<file path="src/rtl/msix_engine.sv">
// MSI-X vector table, pending bit array and message-issue engine behind a BAR decode.
// Define MSIX_ADDR_CHECK_EN to refuse vectors whose message address is not DWORD aligned.
module msix_engine #(
  parameter int          NUM_MSIX          = 8,
  parameter int          MSIX_TABLE_BIR    = 0,
  parameter logic [31:0] MSIX_TABLE_OFFSET = 32'h2000,
  parameter int          MSIX_PBA_BIR      = 0,
  parameter logic [31:0] MSIX_PBA_OFFSET   = 32'h3000
) (
  input  logic                clk,
  input  logic                reset_n,
  input  logic [31:0]         bar_addr,
  input  logic [2:0]          bar_index,
  input  logic [31:0]         bar_wr_data,
  input  logic                bar_wr_en,
  input  logic [3:0]          bar_wr_be,
  input  logic                bar_rd_en,
  output logic [31:0]         bar_rd_data,
  output logic                bar_access_match,
  input  logic                msix_enable,
  input  logic                msix_function_mask,
  input  logic [NUM_MSIX-1:0] irq_req,
  output logic                msg_valid,
  output logic [63:0]         msg_addr,
  output logic [31:0]         msg_data,
  output logic [10:0]         msg_vector,
  input  logic                msg_ready,
  output logic                msix_cfg_err
);

  localparam int PBA_DWORDS = (NUM_MSIX + 31) / 32;
  localparam int PBA_QW_DW  = ((PBA_DWORDS + 1) / 2) * 2;
  localparam int PBA_BITS   = PBA_QW_DW * 32;
  localparam int IW         = (NUM_MSIX > 1) ? $clog2(NUM_MSIX) : 1;
  localparam int PW         = $clog2(PBA_QW_DW);

  typedef enum logic {S_IDLE, S_ISSUE} state_t;

  state_t state, state_nx;

  logic [31:0]         addr_lo [NUM_MSIX];
  logic [31:0]         addr_hi [NUM_MSIX];
  logic [31:0]         data_tbl [NUM_MSIX];
  logic [NUM_MSIX-1:0] mask_bits;
  logic [NUM_MSIX-1:0] pending;
  logic [NUM_MSIX-1:0] eligible;
  logic [NUM_MSIX-1:0] clr_vec;
  logic [PBA_BITS-1:0] pend_pad;
  logic [IW-1:0]       ptr;
  logic [IW-1:0]       msg_idx;
  logic [IW:0]         pick;
  logic                load, accept;

  logic [31:0]   tbl_off, pba_off;
  logic          table_hit, pba_hit;
  logic [IW-1:0] tbl_ent;
  logic [1:0]    tbl_dw;
  logic [PW-1:0] pba_dw;
  logic [31:0]   rd_mux;
  logic          unused_ok;

  function automatic logic [31:0] merge_be(input logic [31:0] old_v, input logic [31:0] new_v,
                                           input logic [3:0] be);
    logic [31:0] r;
    r = old_v;
    for (int b = 0; b < 4; b++)
      if (be[b]) r[b*8 +: 8] = new_v[b*8 +: 8];
    return r;
  endfunction

  // Lowest requester at or above start wins; otherwise wrap to the lowest overall.
  function automatic logic [IW:0] rr_pick(input logic [NUM_MSIX-1:0] req, input logic [IW-1:0] start);
    logic          hi_hit, lo_hit;
    logic [IW-1:0] hi_idx, lo_idx;
    hi_hit = 1'b0;
    lo_hit = 1'b0;
    hi_idx = '0;
    lo_idx = '0;
    for (int i = NUM_MSIX - 1; i >= 0; i--) begin
      if (req[i]) begin
        lo_hit = 1'b1;
        lo_idx = IW'(i);
        if (i >= int'(start)) begin
          hi_hit = 1'b1;
          hi_idx = IW'(i);
        end
      end
    end
    if (hi_hit) return {1'b1, hi_idx};
    return {lo_hit, lo_idx};
  endfunction

  assign tbl_off   = bar_addr - MSIX_TABLE_OFFSET;
  assign pba_off   = bar_addr - MSIX_PBA_OFFSET;
  assign table_hit = (bar_index == 3'(MSIX_TABLE_BIR)) && (bar_addr >= MSIX_TABLE_OFFSET) &&
                     (tbl_off < 32'(16 * NUM_MSIX));
  assign pba_hit   = (bar_index == 3'(MSIX_PBA_BIR)) && (bar_addr >= MSIX_PBA_OFFSET) &&
                     (pba_off < 32'(4 * PBA_QW_DW));
  assign bar_access_match = table_hit || pba_hit;
  assign tbl_ent   = tbl_off[IW+3:4];
  assign tbl_dw    = tbl_off[3:2];
  assign pba_dw    = pba_off[PW+1:2];
  assign unused_ok = ^{tbl_off, pba_off, bar_addr[1:0]};

  always_comb begin
    pend_pad = '0;
    pend_pad[NUM_MSIX-1:0] = pending;
  end

  always_comb begin
    rd_mux = '0;
    if (table_hit) begin
      case (tbl_dw)
        2'd0:    rd_mux = addr_lo[tbl_ent];
        2'd1:    rd_mux = addr_hi[tbl_ent];
        2'd2:    rd_mux = data_tbl[tbl_ent];
        default: rd_mux = {31'b0, mask_bits[tbl_ent]};
      endcase
    end else if (pba_hit) begin
      rd_mux = pend_pad[{pba_dw, 5'b0} +: 32];
    end
  end

  always_ff @(posedge clk or negedge reset_n) begin
    if (!reset_n) bar_rd_data <= '0;
    else if (bar_rd_en) bar_rd_data <= rd_mux;
  end

  always_ff @(posedge clk or negedge reset_n) begin
    if (!reset_n) begin
      for (int n = 0; n < NUM_MSIX; n++) begin
        addr_lo[n]  <= '0;
        addr_hi[n]  <= '0;
        data_tbl[n] <= '0;
      end
      mask_bits <= '1;
    end else if (bar_wr_en && table_hit) begin
      case (tbl_dw)
        2'd0:    addr_lo[tbl_ent]  <= merge_be(addr_lo[tbl_ent], bar_wr_data, bar_wr_be);
        2'd1:    addr_hi[tbl_ent]  <= merge_be(addr_hi[tbl_ent], bar_wr_data, bar_wr_be);
        2'd2:    data_tbl[tbl_ent] <= merge_be(data_tbl[tbl_ent], bar_wr_data, bar_wr_be);
        default: if (bar_wr_be[0]) mask_bits[tbl_ent] <= bar_wr_data[0];
      endcase
    end
  end

  // A request arriving with the acceptance of the same vector survives the clear.
  always_comb begin
    clr_vec = '0;
    if (accept) clr_vec[msg_idx] = 1'b1;
  end

  always_ff @(posedge clk or negedge reset_n) begin
    if (!reset_n) pending <= '0;
    else pending <= (pending & ~clr_vec) | irq_req;
  end

`ifdef MSIX_ADDR_CHECK_EN
  logic [NUM_MSIX-1:0] addr_ok;
  logic [IW:0]         raw_pick;

  always_comb begin
    addr_ok = '0;
    for (int n = 0; n < NUM_MSIX; n++) addr_ok[n] = (addr_lo[n][1:0] == 2'b00);
  end

  assign eligible = pending & ~mask_bits & addr_ok & {NUM_MSIX{msix_enable & ~msix_function_mask}};
  assign raw_pick = rr_pick(pending & ~mask_bits & {NUM_MSIX{msix_enable & ~msix_function_mask}}, ptr);

  always_ff @(posedge clk or negedge reset_n) begin
    if (!reset_n) msix_cfg_err <= 1'b0;
    else if (state == S_IDLE && raw_pick[IW] && !addr_ok[raw_pick[IW-1:0]]) msix_cfg_err <= 1'b1;
  end
`else
  assign eligible     = pending & ~mask_bits & {NUM_MSIX{msix_enable & ~msix_function_mask}};
  assign msix_cfg_err = 1'b0;
`endif

  assign pick = rr_pick(eligible, ptr);

  always_ff @(posedge clk or negedge reset_n) begin
    if (!reset_n) state <= S_IDLE;
    else state <= state_nx;
  end

  always_comb begin
    state_nx = state;
    load     = 1'b0;
    accept   = 1'b0;
    case (state)
      S_IDLE: begin
        if (pick[IW]) begin
          load     = 1'b1;
          state_nx = S_ISSUE;
        end
      end
      default: begin
        if (msg_ready) begin
          accept   = 1'b1;
          state_nx = S_IDLE;
        end
      end
    endcase
  end

  assign msg_valid  = (state == S_ISSUE);
  assign msg_vector = 11'(msg_idx);

  always_ff @(posedge clk or negedge reset_n) begin
    if (!reset_n) begin
      msg_addr <= '0;
      msg_data <= '0;
      msg_idx  <= '0;
      ptr      <= '0;
    end else begin
      if (load) begin
        msg_addr <= {addr_hi[pick[IW-1:0]], addr_lo[pick[IW-1:0]]};
        msg_data <= data_tbl[pick[IW-1:0]];
        msg_idx  <= pick[IW-1:0];
      end
      if (accept) ptr <= (msg_idx == IW'(NUM_MSIX - 1)) ? '0 : msg_idx + 1'b1;
    end
  end

endmodule

</file>
<file path="config.mk">
export PLATFORM = sky130hd
export DESIGN_NAME = msix_engine
export DESIGN_NICKNAME = d
export VERILOG_FILES = /design/src/rtl/msix_engine.sv
export SDC_FILE = /design/constraint.sdc
export NUM_CORES = 2
export LEC_CHECK = 0
export CORE_UTILIZATION = 45
export DETAILED_ROUTE_END_ITERATION = 7
export MAX_ROUTING_LAYER = met4
export SYNTH_ARGS = -nofsm -noshare
export SYNTH_HDL_FRONTEND = slang
export SYNTH_SLANG_ARGS = --single-unit
</file>
<file path="constraint.sdc">
create_clock -name clk -period 3.8 [get_ports clk]
set_input_delay 0.95 -clock clk [delete_from_list [all_inputs] [get_ports clk]]
set_output_delay 0.95 -clock clk [all_outputs]
set_load 0.05 [all_outputs]
</file>
# After elaboration in Yosys (flattened, before gate mapping)
# Index checks and enable logic that the tools add are counted.
# Widths: inputs -> output; s select.
[totals] in_bits=86 reg_bits=919 word_cells=208 output_inout_bits=142
[classes] order_cmp=18 muxes=124 eq_ne=3 n_shift=1 add_sub_neg=3 reduce_logical=16 bitwise=11
[ops] op="$bwmux 256" n=3
[ops] op="$bmux 32 s3" n=6
[ops] op="$mux 32" n=15
[ops] op="$mux 8" n=37
[ops] op="$demux 32 s3" n=1
[ops] op="$pmux 32 s3" n=1
[ops] op="$mux 3" n=23
[ops] op="$ge 32x14->1 const B" n=2
[ops] op="$shiftx 64x7->32" n=1
[ops] op="$sub 32x14->32 const B" n=2
[ops] op="$lt 32x4->1 const B" n=1
[ops] op="$lt 32x8->1 const B" n=1
[ops] op="$mux 1" n=32
[ops] op="$and 8x8->8" n=3
[ops] op="$not 8->8" n=2
[ops] op="$ge 3x3->1 const A" n=3
[ops] op="$bwmux 8" n=1
[ops] op="$ge 4x4->1 const B" n=2
[ops] op="$logic_and 1x1->1" n=8
[ops] op="$lt 3x4->1 const B" n=2
[ops] op="$mux 4" n=2
[ops] op="$not 3->4" n=2
[ops] op="$or 8x8->8" n=1
[ops] op="$demux 1 s3" n=2
[ops] op="17 further kinds" n=23

# Logic depth before layout (Yosys ltp)
[logic_depth] word_depth=24 depth_mapped=12

# Worst setup path before layout
# OpenSTA, ideal clock, no wires.
[synth_timing] path_kind="input -> output" start="in bar_addr[15]" end="out bar_access_match" path_stages=7 arrival_time_ps=3162 t_required_ps=2850 setup_slack_ps=-312 path_cell_list="buf_2 > or4_1 > nor2_1 > a21oi_1 > o31ai_1 > and2_1 > o21bai_1"
[synth_between] elab_chain_cells=4 elab_cells_between_ends=11
[synth_rtl] element="from (decl)" line="12" text="input logic [31:0] bar_addr,"
[synth_rtl] element="$sub 32x14->32 (tied with other cells)" line="93" text="assign tbl_off = bar_addr - MSIX_TABLE_OFFSET;"
[synth_rtl] element="$lt 32x8->1 (tied with other cells)" line="96" text="(tbl_off < 32'(16 * NUM_MSIX));"
[synth_rtl] element="$logic_and 1x1->1, on equally long branches" line="95, 97"
[synth_rtl] element="$logic_or 1x1->1 (*)" line="99" text="assign bar_access_match = table_hit || pba_hit;"
[synth_rtl] element="to (decl)" line="19" text="output logic bar_access_match,"
# Every way passes the cells marked *; elsewhere a longest branch is shown, timed or not.

# Worst setup path after layout
[layout_timing] start="in bar_addr[18]" end="out bar_access_match"
# Same word-level chain as after synthesis.

==> flow_summary.toml <==
[clock_network]
cts_buffers = 99
hold_buffers = 0
htree_num_levels = 3
cts_tree = "yes"
cts-root-buf = "clkbuf_16"
clkTransAtPathRegs_ns = 0.06
clkSinkCount = 919
cts_max_path_buffers = 3
clk_latency_ns = 0.70

[global_route]
grt_antenna_before_repair = 7
track_usage_pct = 36.30
grt_pass1_wl_um = 263600
grt_max_degree = 86
grt_remaining_overflow = 0
grt_pass1_vias = 40210

[setup_path]
arrival_ns = 2.81
rr_worst_depth = 11
cp.required_ns = 2.85
crit_path_end_kind = "output port"
timing.rr.end = "msg_addr[11]"
worst-path-max-fanout = 4
worstSetupStartpoint = "bar_addr[18]"
crit_type = "input port to output port"
crit_path_start_kind = "input port"
r2r_start = "pending[5]"
rrSetupSlack_ns = 0.53

[die]
coreArea_um2 = 98420
dieArea_um2 = 100600
die_y_um = 317.2
rows = 115
ios = 228
die_w_um = 317.2
start_util_pct = 45.43

[detailed_routing]
ant_nets = 0
wl_met2_um = 79110
routed_wirelength_um = 176900
top_layer = "met4"
wire_per_inst_um = 26.77
route.vias.total = 41560
via_per_inst = 6.289
met3_length_um = 17590
drc = 0
first_iter_violations = 4626
drt_pass1_iterations = 6
wl_met1_um = 71760

[synthesis]
synth_commonest_cells = "nand2_1, dfrtp_1, o21ai_1"
synth_area_um2 = 44710
synth_top_flop_cell = "dfrtp_1"
ys_seq_elements = 919
synth_most_common_cell = "nand2_1"
synth-edff-count = 0
synth.largest_area_cell = "dfrtp_1"
yosys.cell_types.count = 67
netlist_instances = 4931
yosysSeqAreaShare_pct = 51.46
yosys.area.top_type_share_pct = 50.99
ys_warn_count = 0
syn_avg_cell_area_um2 = 9.068
synth_area_leaders = "dfrtp_1, nand2_1, o21ai_1, a22oi_1, a21oi_1"
synth-async-reset-ratio_pct = 100.0

[cells_and_area]
drive_gt1_share_pct = 13.09
fin_nets = 5327
multi_input_area_um2 = 20310
fin_util_pct = 55.71
nFillCells = 8957
regArea_um2 = 23010
area_growth_syn_to_layout_pct = 22.63

[job]
maxCapViolations = 0

[placement]
globalplace.congestion = 0.9279
dpl.hpwl_um = 114700
post-place-ws_ns = -0.5346
port_buffers = 216

[sta]
worst_slack_ns = 0.04320
slew_violations = 0
fin_crit_sh_pct = 98.86
clock.fmax_mhz = 266.2
setup_viol = 0
slew_headroom_pct = 35.49
finalClockSkew_ns = 0.02800
hold_violations = 0
worst_pin_slew_ns = 0.9656
min_period_ns = 3.757
setup_tns_ns = 0

[outcome]
status = "complete, no violations"

[power_and_ir_drop]
p_leak_nw = 23.84
peakVddDrop_v = 0.0003323
power_density_nw_per_um2 = 449.3

[hold_path]
hold_class = "input port to async pin"
[final cells by class]
type,instances,share of cell area [%]
diodes,5,0.02282
clock buffers,143,5.276
clock inverters,37,0.7621
inverters,9,0.06617
multi-input cells,3596,37.05
flip-flops and latches,919,41.96
well taps,1287,2.937
repair buffers,612,11.93
[cell usage in the layout (no fill, tap or decap), types with 10 or more instances in the layout]
cell,instances
a21oi_1,280
a21o_1,14
a22oi_1,383
buf_4,282
clkdlybuf4s50_1,188
buf_12,114
nand2_1,1197
nand2_4,26
nand4_1,98
clkbuf_1,19
nand2b_1,48
o21ai_1,623
o221ai_1,14
o22ai_1,11
and3_1,65
nor2_1,43
a222oi_1,14
a2111o_1,71
clkbuf_16,99
dfrtp_1,911
o21ai_0,263
a211oi_1,128
o2bb2ai_1,31
clkinv_2,22
clkbuf_8,25
a211o_1,11
mux2_2,37
mux2i_1,89
nor2b_1,10
[registers in the layout, summed over array words and instances (netlist names)]
signal / flops
bar_rd_data: 32
msg_valid: 1
addr_hi: 256
msg_data: 32
msg_addr: 64
mask_bits: 8
pending: 8
ptr: 3
data_tbl: 256
msg_idx: 3
addr_lo: 256
[timing repair]
item	in CTS	in global routing
pin swaps	18	23
setup buffers	5	1
gates cloned	0	0
endpoints found under the setup margin	1	1
resized for setup	48	24
[cells by family (layout without fill, tap and decap cells)]
| logic type | count (synthesis) | in the layout | synth area share, % |
|---|---|---|---|
| XOR/XNOR | 6 | 6 | 0.1175 |
| multiplexers | 126 | 126 | 2.924 |
| AND/OR/NAND/NOR | 1563 | 1563 | 15.23 |
| flip-flops | 919 | 919 | 51.46 |
| adder cells (fa/ha/maj) | 4 | 4 | 0.1119 |
| AO/OA/AOI/OAI | 1888 | 1888 | 26.25 |
| buffers and inverters | 424 | 801 | 3.904 |
| other | 1 | 14 | 0.008387 |
[power by group]
part           switching (mW)  total, mW  leakage, nW  internal (mW)
Combinational            3.14       4.46         9.45           1.32
Clock                    4.22       9.93         1.64           5.71
Sequential              0.255       10.2         12.7           9.99
[stage by stage]
step                instances  hold slack, ns  power, mW  instance area [µm²]
floorplan                4939          0.4629      12.59                44830
global placement         6417          0.4730      14.78                51290
detailed placement       6417          0.4729      14.78                51290
CTS                      6602          0.2804      24.64                54750
global route             6605          0.3220      25.28                54830
finish                   6608          0.2950      24.63                54830
[critical path, stage by stage]
cell           delay, ns
dlygate4sd2_1       0.28
or3_4               0.43
buf_6               0.15
nor3_4              0.16
xnor2_1             0.13
nand4_1             0.12
nor3_2              0.25
o21bai_4            0.17
buf_12              0.15
[worst max path at each step]
stage                  endpoint  slack, ns
5_1_grt        bar_access_match      -0.01
3_5_place_dp   bar_access_match      -0.53
6_report       bar_access_match       0.04
4_1_cts        bar_access_match     0.0009
3_3_place_gp   bar_access_match      -0.47
2_1_floorplan     data_tbl[118]      0.001
[per-layer routing]
metal  up-vias  track usage (%)
met5         -                -
met4         0            15.97
met3       518            7.024
met2      2251            54.27
met1     20220            47.98
li1      18570                -
No activity file was read; power rests on OpenSTA's default activity.
